===== src/rtl/fwd_bypass_unit_pkg.sv =====
// Shared definitions for the ID-stage operand bypass unit.
// Holds the stall-bus encoding, the ID/EX stall bit positions and the
// register-update mode decode used by the top level.
package fwd_bypass_unit_pkg;

  // Stall bus encoding: a set bit stops the corresponding pipeline stage.
  localparam logic        Stop       = 1'b1;
  localparam logic        NoStop     = 1'b0;
  localparam int unsigned StallBusW  = 6;
  localparam int unsigned StallIdIdx = 2;
  localparam int unsigned StallExIdx = 3;

  // How the per-port ID/EX register set is updated on the next clock edge.
  typedef enum logic [1:0] {
    UpdClear,    // reset, flush, or bubble inserted into EX
    UpdCapture,  // ID advances: take the new winner and latch the read request
    UpdHold      // ID and EX both stopped: keep, but refresh from retiring writes
  } upd_mode_e;

  // First matching case wins: rst, flush, bubble, advance, hold.
  function automatic upd_mode_e upd_mode(input logic rst, input logic flush,
                                         input logic stall_id, input logic stall_ex);
    upd_mode_e mode;
    if (rst || flush) begin
      mode = UpdClear;
    end else if (stall_id == Stop && stall_ex == NoStop) begin
      mode = UpdClear;
    end else if (stall_id == NoStop) begin
      mode = UpdCapture;
    end else begin
      mode = UpdHold;
    end
    return mode;
  endfunction

endpackage


===== src/rtl/fwd_bypass_unit_port_sel.sv =====
// Per-read-port forwarding selector (module fwd_port_sel).
// Compares one read address against every producer stage and picks the
// youngest (lowest index) matching writer.
// Ports:
//   rd_en_i      read port uses its operand
//   rd_addr_i    read port register address
//   src_we_i     per-source register-file write enable
//   src_waddr_i  per-source destination address, source s at [s*ADDR_W +: ADDR_W]
//   src_wdata_i  per-source result, source s at [s*DATA_W +: DATA_W]
//   src_late_i   per-source "result not yet valid" flag
//   hit_o        some source matches
//   late_o       the winning source is late
//   data_o       winning source result (0 when no hit)
module fwd_port_sel #(
  parameter int unsigned NUM_SRC  = 3,
  parameter int unsigned ADDR_W   = 5,
  parameter int unsigned DATA_W   = 32,
  parameter bit          ZERO_REG = 1'b1
) (
  input  logic                       rd_en_i,
  input  logic [ADDR_W-1:0]          rd_addr_i,
  input  logic [NUM_SRC-1:0]         src_we_i,
  input  logic [NUM_SRC*ADDR_W-1:0]  src_waddr_i,
  input  logic [NUM_SRC*DATA_W-1:0]  src_wdata_i,
  input  logic [NUM_SRC-1:0]         src_late_i,
  output logic                       hit_o,
  output logic                       late_o,
  output logic [DATA_W-1:0]          data_o
);

  logic               zero_addr;
  logic [NUM_SRC-1:0] match;

  assign zero_addr = ZERO_REG && (rd_addr_i == '0);

  for (genvar s = 0; s < NUM_SRC; s++) begin : g_match
    assign match[s] = rd_en_i & src_we_i[s] & ~zero_addr &
                      (src_waddr_i[s*ADDR_W +: ADDR_W] == rd_addr_i);
  end

  // Walk from oldest to youngest so the youngest match overwrites the others.
  always_comb begin
    hit_o  = 1'b0;
    late_o = 1'b0;
    data_o = '0;
    for (int s = NUM_SRC - 1; s >= 0; s--) begin
      if (match[s]) begin
        hit_o  = 1'b1;
        late_o = src_late_i[s];
        data_o = src_wdata_i[s*DATA_W +: DATA_W];
      end
    end
  end

endmodule


===== src/rtl/fwd_bypass_unit.sv =====
// ID-stage operand bypass unit.
// Serves NUM_RPORTS register-file read ports from NUM_SRC producer stages
// (index 0 youngest, NUM_SRC-1 the write-back stage), raises a load-use
// stall request, and registers per-port select/data for EX.
// Ports:
//   clk_i          rising-edge clock
//   rst_i          synchronous active-high reset
//   flush_i        pipeline flush
//   stall_i        stall bus (bit 2 ID, bit 3 EX; 1 = stop)
//   rd_en_i        per-port operand used
//   rd_addr_i      per-port address, port p at [p*ADDR_W +: ADDR_W]
//   src_we_i       per-source write enable
//   src_waddr_i    per-source destination address
//   src_wdata_i    per-source result
//   src_late_i     per-source result not yet valid
//   stallreq_o     load-use hazard (combinational)
//   fwd_sel_r_o    registered: port p takes fwd_data_r_o instead of the RF
//   fwd_data_r_o   registered forwarded operand per port
module fwd_bypass_unit
  import fwd_bypass_unit_pkg::*;
#(
  parameter int unsigned NUM_RPORTS = 2,
  parameter int unsigned NUM_SRC    = 3,
  parameter int unsigned ADDR_W     = 5,
  parameter int unsigned DATA_W     = 32,
  parameter int unsigned STALL_W    = StallBusW,
  parameter bit          ZERO_REG   = 1'b1
) (
  input  logic                         clk_i,
  input  logic                         rst_i,
  input  logic                         flush_i,
  input  logic [STALL_W-1:0]           stall_i,
  input  logic [NUM_RPORTS-1:0]        rd_en_i,
  input  logic [NUM_RPORTS*ADDR_W-1:0] rd_addr_i,
  input  logic [NUM_SRC-1:0]           src_we_i,
  input  logic [NUM_SRC*ADDR_W-1:0]    src_waddr_i,
  input  logic [NUM_SRC*DATA_W-1:0]    src_wdata_i,
  input  logic [NUM_SRC-1:0]           src_late_i,
  output logic                         stallreq_o,
  output logic [NUM_RPORTS-1:0]        fwd_sel_r_o,
  output logic [NUM_RPORTS*DATA_W-1:0] fwd_data_r_o
);

  localparam int unsigned WbIdx = NUM_SRC - 1;

  logic [NUM_RPORTS-1:0]        hit;
  logic [NUM_RPORTS-1:0]        late;
  logic [NUM_RPORTS*DATA_W-1:0] win_data;
  logic                         hazard;
  upd_mode_e                    mode;

  logic [NUM_RPORTS-1:0]        sel_d, sel_q;
  logic [NUM_RPORTS*DATA_W-1:0] data_d, data_q;
  logic [NUM_RPORTS*ADDR_W-1:0] addr_d, addr_q;
  logic [NUM_RPORTS-1:0]        en_d, en_q;

  logic                         wb_we;
  logic                         wb_late;
  logic [ADDR_W-1:0]            wb_addr;
  logic [DATA_W-1:0]            wb_data;

  for (genvar p = 0; p < NUM_RPORTS; p++) begin : g_port
    fwd_port_sel #(
      .NUM_SRC  (NUM_SRC),
      .ADDR_W   (ADDR_W),
      .DATA_W   (DATA_W),
      .ZERO_REG (ZERO_REG)
    ) u_port_sel (
      .rd_en_i     (rd_en_i[p]),
      .rd_addr_i   (rd_addr_i[p*ADDR_W +: ADDR_W]),
      .src_we_i    (src_we_i),
      .src_waddr_i (src_waddr_i),
      .src_wdata_i (src_wdata_i),
      .src_late_i  (src_late_i),
      .hit_o       (hit[p]),
      .late_o      (late[p]),
      .data_o      (win_data[p*DATA_W +: DATA_W])
    );
  end

  // Only the winner's late flag counts, so an older late source shadowed by
  // a younger ready one never stalls.
  assign hazard     = |(hit & late);
  assign stallreq_o = hazard & ~rst_i;

  assign mode = upd_mode(rst_i, flush_i, stall_i[StallIdIdx], stall_i[StallExIdx]);

  assign wb_we   = src_we_i[WbIdx];
  assign wb_late = src_late_i[WbIdx];
  assign wb_addr = src_waddr_i[WbIdx*ADDR_W +: ADDR_W];
  assign wb_data = src_wdata_i[WbIdx*DATA_W +: DATA_W];

  always_comb begin
    sel_d  = sel_q;
    data_d = data_q;
    addr_d = addr_q;
    en_d   = en_q;
    unique case (mode)
      UpdClear: begin
        sel_d  = '0;
        data_d = '0;
        addr_d = '0;
        en_d   = '0;
      end
      UpdCapture: begin
        en_d   = rd_en_i;
        addr_d = rd_addr_i;
        // The instruction will not issue while a hazard is raised, so nothing
        // is forwarded for it; the ID stall then turns the next edge into a bubble.
        for (int p = 0; p < NUM_RPORTS; p++) begin
          sel_d[p] = hit[p] & ~late[p] & ~hazard;
          data_d[p*DATA_W +: DATA_W] = sel_d[p] ? win_data[p*DATA_W +: DATA_W] : '0;
        end
      end
      UpdHold: begin
        // The write-back result retires this cycle and will not be visible to
        // the held instruction via the RF read it already did.
        for (int p = 0; p < NUM_RPORTS; p++) begin
          if (en_q[p] && wb_we && !wb_late && (wb_addr == addr_q[p*ADDR_W +: ADDR_W]) &&
              !(ZERO_REG && (addr_q[p*ADDR_W +: ADDR_W] == '0))) begin
            sel_d[p]                   = 1'b1;
            data_d[p*DATA_W +: DATA_W] = wb_data;
          end
        end
      end
      default: begin
        sel_d = sel_q;
      end
    endcase
  end

  always_ff @(posedge clk_i) begin
    if (rst_i) begin
      sel_q  <= '0;
      data_q <= '0;
      addr_q <= '0;
      en_q   <= '0;
    end else begin
      sel_q  <= sel_d;
      data_q <= data_d;
      addr_q <= addr_d;
      en_q   <= en_d;
    end
  end

  assign fwd_sel_r_o  = sel_q;
  assign fwd_data_r_o = data_q;

endmodule


===== config.mk =====
export PLATFORM = sky130hd
export DESIGN_NAME = fwd_bypass_unit
export DESIGN_NICKNAME = d
export VERILOG_FILES = /design/src/rtl/fwd_bypass_unit_pkg.sv /design/src/rtl/fwd_bypass_unit_port_sel.sv /design/src/rtl/fwd_bypass_unit.sv
export SDC_FILE = /design/constraint.sdc
export NUM_CORES = 1
export LEC_CHECK = 0
export CELL_PAD_IN_SITES_DETAIL_PLACEMENT = 1
export CELL_PAD_IN_SITES_GLOBAL_PLACEMENT = 2
export CORE_ASPECT_RATIO = 0.7
export CORE_MARGIN = 5
export CORE_UTILIZATION = 25
export CTS_BUF_LIST = sky130_fd_sc_hd__clkbuf_4 sky130_fd_sc_hd__clkbuf_8
export DETAILED_ROUTE_END_ITERATION = 8
export GPL_TIMING_DRIVEN = 0
export PLACE_DENSITY = 0.94
export SKIP_CTS_REPAIR_TIMING = 1
export SYNTH_ARGS = -nofsm -noshare
export SYNTH_HDL_FRONTEND = slang
export SYNTH_SLANG_ARGS = --single-unit

===== constraint.sdc =====
create_clock -name clk_i -period 3.2 [get_ports clk_i]
set_input_delay 0.64 -clock clk_i [delete_from_list [all_inputs] [get_ports clk_i]]
set_output_delay 0.64 -clock clk_i [all_outputs]
set_load 0.02 [all_outputs]

== After elaboration in Yosys (flattened, before gate mapping) ==
Cells that the tools add are included.

* Input bits: 138
* Flip-flop bits (word level): 78

* Equality and inequality tests: 12
* Muxes and demuxes: 31
* Reductions and logical operators: 23
* Bitwise gates (word level): 31

{| class="wikitable"
|+ Operators by type and width
! cell !! number
|-
| 32-bit 2-to-1 mux || 10
|-
| 64-bit case mux with 3 select lines || 1
|-
| 5-bit == test || 8
|-
| 1-bit AND || 23
|-
| 5-bit zero test || 4
|-
| 10-bit case mux with 2 select lines || 1
|-
| 1-bit 2-to-1 mux || 14
|-
| 1-bit logical AND || 9
|-
| 1-bit NOT || 7
|-
| 2-bit 2-to-1 mux || 3
|-
| 2-bit case mux with 3 select lines || 1
|-
| 2-bit != test (second input constant) || 2
|-
| 2-bit case mux with 2 select lines || 1
|-
| 2-bit AND reduction || 2
|-
| 1-bit zero test || 3
|-
| 3-bit nonzero test || 1
|-
| 2-bit AND || 1
|-
| 2-bit by 1-bit == test with 1-bit output (second input constant) || 1
|-
| 2-bit == test (second input constant) || 1
|-
| 2-bit zero test || 1
|-
| 2-bit nonzero test || 1
|-
| 2-bit OR reduction || 1
|-
| 1-bit logical OR || 1
|}

== Longest topological paths before layout ==
* Depth after elaboration: 13
* Depth in mapped cells: 11

== By module ==
A second synthesis with hierarchy kept.

* Cells, all modules: 780
* Area, all modules: 6414.9 sq um

{| class="wikitable"
|+ By module, submodules not included
! module !! cells an instance !! sequential area each (sq um) !! instances !! area an instance (sq um)
|-
| fwd_bypass_unit || 422 || 1561.5 || 1 || 4160.2
|-
| fwd_port_sel || 179 || 0.0 || 2 || 1127.3
|}

== Worst setup path after synthesis ==
No wires, ideal clock.

* Kind: in2out
* From: in rd_addr_i[6]
* To: out stallreq_o
* Data arrival time: 2.555 ns
* Buffers on the path: 2
* Required time: 2.560 ns
* Stages on the path: 8
* Setup slack: 0.005 ns
* Cells stage by stage: or4_1 -> a21bo_1 -> buf_6 -> a31o_1 -> o211a_4 -> buf_2 -> o22a_1 -> nor2_1

* Cells in the longest elaborated chain, start to end: 10
* Elaborated cells on any way between the ends: 20

{| class="wikitable"
|+ Ends and longest elaborated chain
! element !! RTL line !! source
|-
| start, declared || fwd_bypass_unit.sv:34 || <nowiki>input logic [NUM_RPORTS*ADDR_W-1:0] rd_addr_i,</nowiki>
|-
| 5-bit zero test || fwd_bypass_unit_port_sel.sv:34 || <nowiki>assign zero_addr = ZERO_REG && (rd_addr_i == '0);</nowiki>
|-
| 1-bit NOT || fwd_bypass_unit_port_sel.sv:37 || <nowiki>assign match[s] = rd_en_i & src_we_i[s] & ~zero_addr &</nowiki>
|-
| 1-bit AND (2 in a row) || fwd_bypass_unit_port_sel.sv:37 ||
|-
| 1-bit 2-to-1 mux (3 in a row) || fwd_bypass_unit_port_sel.sv:47 || <nowiki>if (match[s]) begin</nowiki>
|-
| 2-bit AND * || fwd_bypass_unit.sv:83 || <nowiki>assign hazard = |(hit & late);</nowiki>
|-
| 2-bit OR reduction * || fwd_bypass_unit.sv:83 ||
|-
| 1-bit AND * || fwd_bypass_unit.sv:84 || <nowiki>assign stallreq_o = hazard & ~rst_i;</nowiki>
|-
| end, declared || fwd_bypass_unit.sv:39 || <nowiki>output logic stallreq_o,</nowiki>
|}

Mark *: on every way between the ends. The rest lies on a longest branch, timed or not.

== Worst setup path after layout ==
* From: in rd_addr_i[5]
* To: out stallreq_o

Same word-level chain as after synthesis.

==> impl_metrics.json <==
{
  "area_delta_synth_final_pct": 50.3,
  "synthXorXnorAreaFrac_pct": 5.95,
  "track_usage_pct": 21.7,
  "final_util_pct": 38.0,
  "detail-route-antenna-nets": 0,
  "routedWlPerCell_um": 23.9,
  "mostFrequentLayoutCell": "clkdlybuf4s50_1",
  "wl_um": 28400,
  "async_flop_share_pct": 0,
  "ys_types": 52,
  "grt_util_met2_pct": 32.5,
  "vias": 6668,
  "cts.sinks": 78,
  "boundaryPins": 205,
  "syn_area_mm2": 0.00545,
  "max-slew-margin-rel_pct": 51.0,
  "cp_max_fo": 5,
  "vias_per_cell": 5.62,
  "crit_path_end_kind": "output pin",
  "final_cell_mix": "clkdlybuf4s50_1, dfxtp_1, inv_1",
  "ys.flop_type": "dfxtp_1",
  "ir_drop_v": 0.000159,
  "clkTransAtPathRegs_ps": 80,
  "arrival_ps": 2750,
  "grt_pass1_vias": 6901,
  "grt_util_met3_pct": 5.42,
  "nets": 1040,
  "num_rows": 45,
  "drt_pass1_iterations": 6,
  "drt_iter0_drc": 504,
  "finalSetupViolCount": 1,
  "synth_nets": 824,
  "cts_tree": "yes",
  "grt_pass1_wl_um": 42800,
  "synth_edf_count": 0,
  "tightest_slew_ps": 736,
  "maxSlewViolCount": 0,
  "gp_congestion": 0.827,
  "violations": "setup timing",
  "numCtsBuffers": 9,
  "fillerInstances": 2567,
  "synth_fa_ha_area_share_pct": 0.919,
  "yosys.area_share.simple_pct": 11.2,
  "ys_seq_elements": 78,
  "cap_violations": 0,
  "overflow": 0,
  "clock_path_buffers": 2,
  "min_period_ps": 3390,
  "yosys.area.top_type_share_pct": 28.7,
  "synth_compound_area_share_pct": 41.7,
  "multi_input_area_mm2": 0.00336,
  "hpwlAfterDp_um": 21200,
  "rr_startpoint": "addr_q[0]",
  "finalWorstSetupSlack_ps": -194,
  "grt_max_degree": 13,
  "p_leak_nw": 2.84,
  "critPathLaunch": "rd_addr_i[5]",
  "rsz0062_at_grt": "yes",
  "worstPathRequired_ps": 2560,
  "fin_crit_sh_pct": 106,
  "synthMuxAreaShare_pct": 0,
  "hold_violations": 0,
  "fmax_mhz": 295,
  "yosys_warnings": 0,
  "regArea_mm2": 0.00156,
  "synth_top_family_by_area": "compound AO/OA/AOI/OAI gates",
  "portBuffers": 194,
  "hold_path_class": "register to register",
  "status": "complete, but fails checks",
  "die_w_um": 186,
  "cp-start-kind": "input port",
  "power.density_mw_per_mm2": 276,
  "core_mm2": 0.0216,
  "crit_type": "input port to output pin",
  "drive_above_1_share_pct": 10.4,
  "root_buffer": "clkbuf_8",
  "antenna_found_initial": 3,
  "drc_errors": 0,
  "busiest_layer": "met2",
  "syn_avg_cell_area_um2": 7.98,
  "clock_latency_ps": 370,
  "yosysTopAreaCell": "dfxtp_1",
  "die_area_mm2": 0.0249,
  "skew_ps": 14.1,
  "pre_cts_ws_ps": -1720,
  "h-tree-depth": 3,
  "synth_area_leaders": "dfxtp_1, a22oi_1, o31ai_1, o221ai_1, inv_1",
  "total_power_w": 0.00226,
  "holdWs_ps": 485,
  "die_h_um": 133,
  "synth_seq_area_share_pct": 28.7,
  "grt_util_met1_pct": 31.4,
  "min_from": "fwd_data_r_o[26]",
  "initial_core_util_pct": 25.3,
  "syn-instance-count": 682,
  "totalNegativeSetupSlack_ps": -194
}
[cells in the mapped netlist (20+ instances only)]
cell type / number
dfxtp_1: 78
inv_1: 68
a22oi_1: 64
clkbuf_1: 52
o21ai_0: 50
o31ai_1: 45
nand4_1: 38
o221ai_1: 32
o311ai_0: 26
o21a_1: 22
o211ai_1: 20
[worst max-delay path, cell delays in order]
cell     delay, ps
buf_8          100
or4_4          540
a21bo_1        220
buf_6          120
a31o_1         180
o211a_4        280
buf_12         130
o22a_1         230
nor2_2         170
buf_6          140
[final cells by class]
cell class | count | area share, %
diodes | 1 | 0.0306
plain buffers | 76 | 4.97
clock buffers | 13 | 1.88
clock inverters | 3 | 0.550
inverters | 68 | 3.12
multi-input cells | 458 | 41.0
flip-flops and latches | 78 | 19.1
well taps | 282 | 4.31
repair buffers | 207 | 25.1
[final timing paths]
path | to | slack [ps] | depth (start not counted)
max | stallreq_o | -190 | 10
min | fwd_data_r_o[26] | 490 | 2
max reg2reg | fwd_sel_r_o[0] | 880 | 7
min reg2reg | fwd_data_r_o[26] | 490 | 2
[per-layer routing]
layer,part of all wire (%),vias up
met4,1.5,4
li1,-,3066
met1,47,3263
met5,0.088,-
met2,44,301
met3,8.0,34
[logic make-up (layout without fill, tap and decap cells)]
logic type                 count (synthesis)  after routing
and+or+nand+nor                          103            103
buffers and inverters                    146            367
adders and majority gates                  4              4
other                                      0              1
AOI/OAI and AO/OA                        314            314
xor gates and xnor gates                  37             37
DFF                                       78             78
[state kept, by name, summed over array words and instances, names as in the netlist]
name / flops
fwd_sel_r_o: 2
en_q: 2
addr_q: 10
fwd_data_r_o: 64
[stage by stage]
stage / instance area [um^2] / std cells
5_1_grt: 8190 / 1186
2_1_floorplan: 5450 / 682
3_3_place_gp: 7740 / 1158
6_report: 8190 / 1186
3_5_place_dp: 7740 / 1158
4_1_cts: 7940 / 1174
[where the power goes]
part	internal [W]	switching (W)	leakage [nW]	total (W)
combinational	0.000226	0.000249	2.11	0.000475
sequential	0.000975	0.00000363	0.629	0.000978
clock	0.000397	0.000407	0.0975	0.000804
Power figures use the tool's default switching activity.
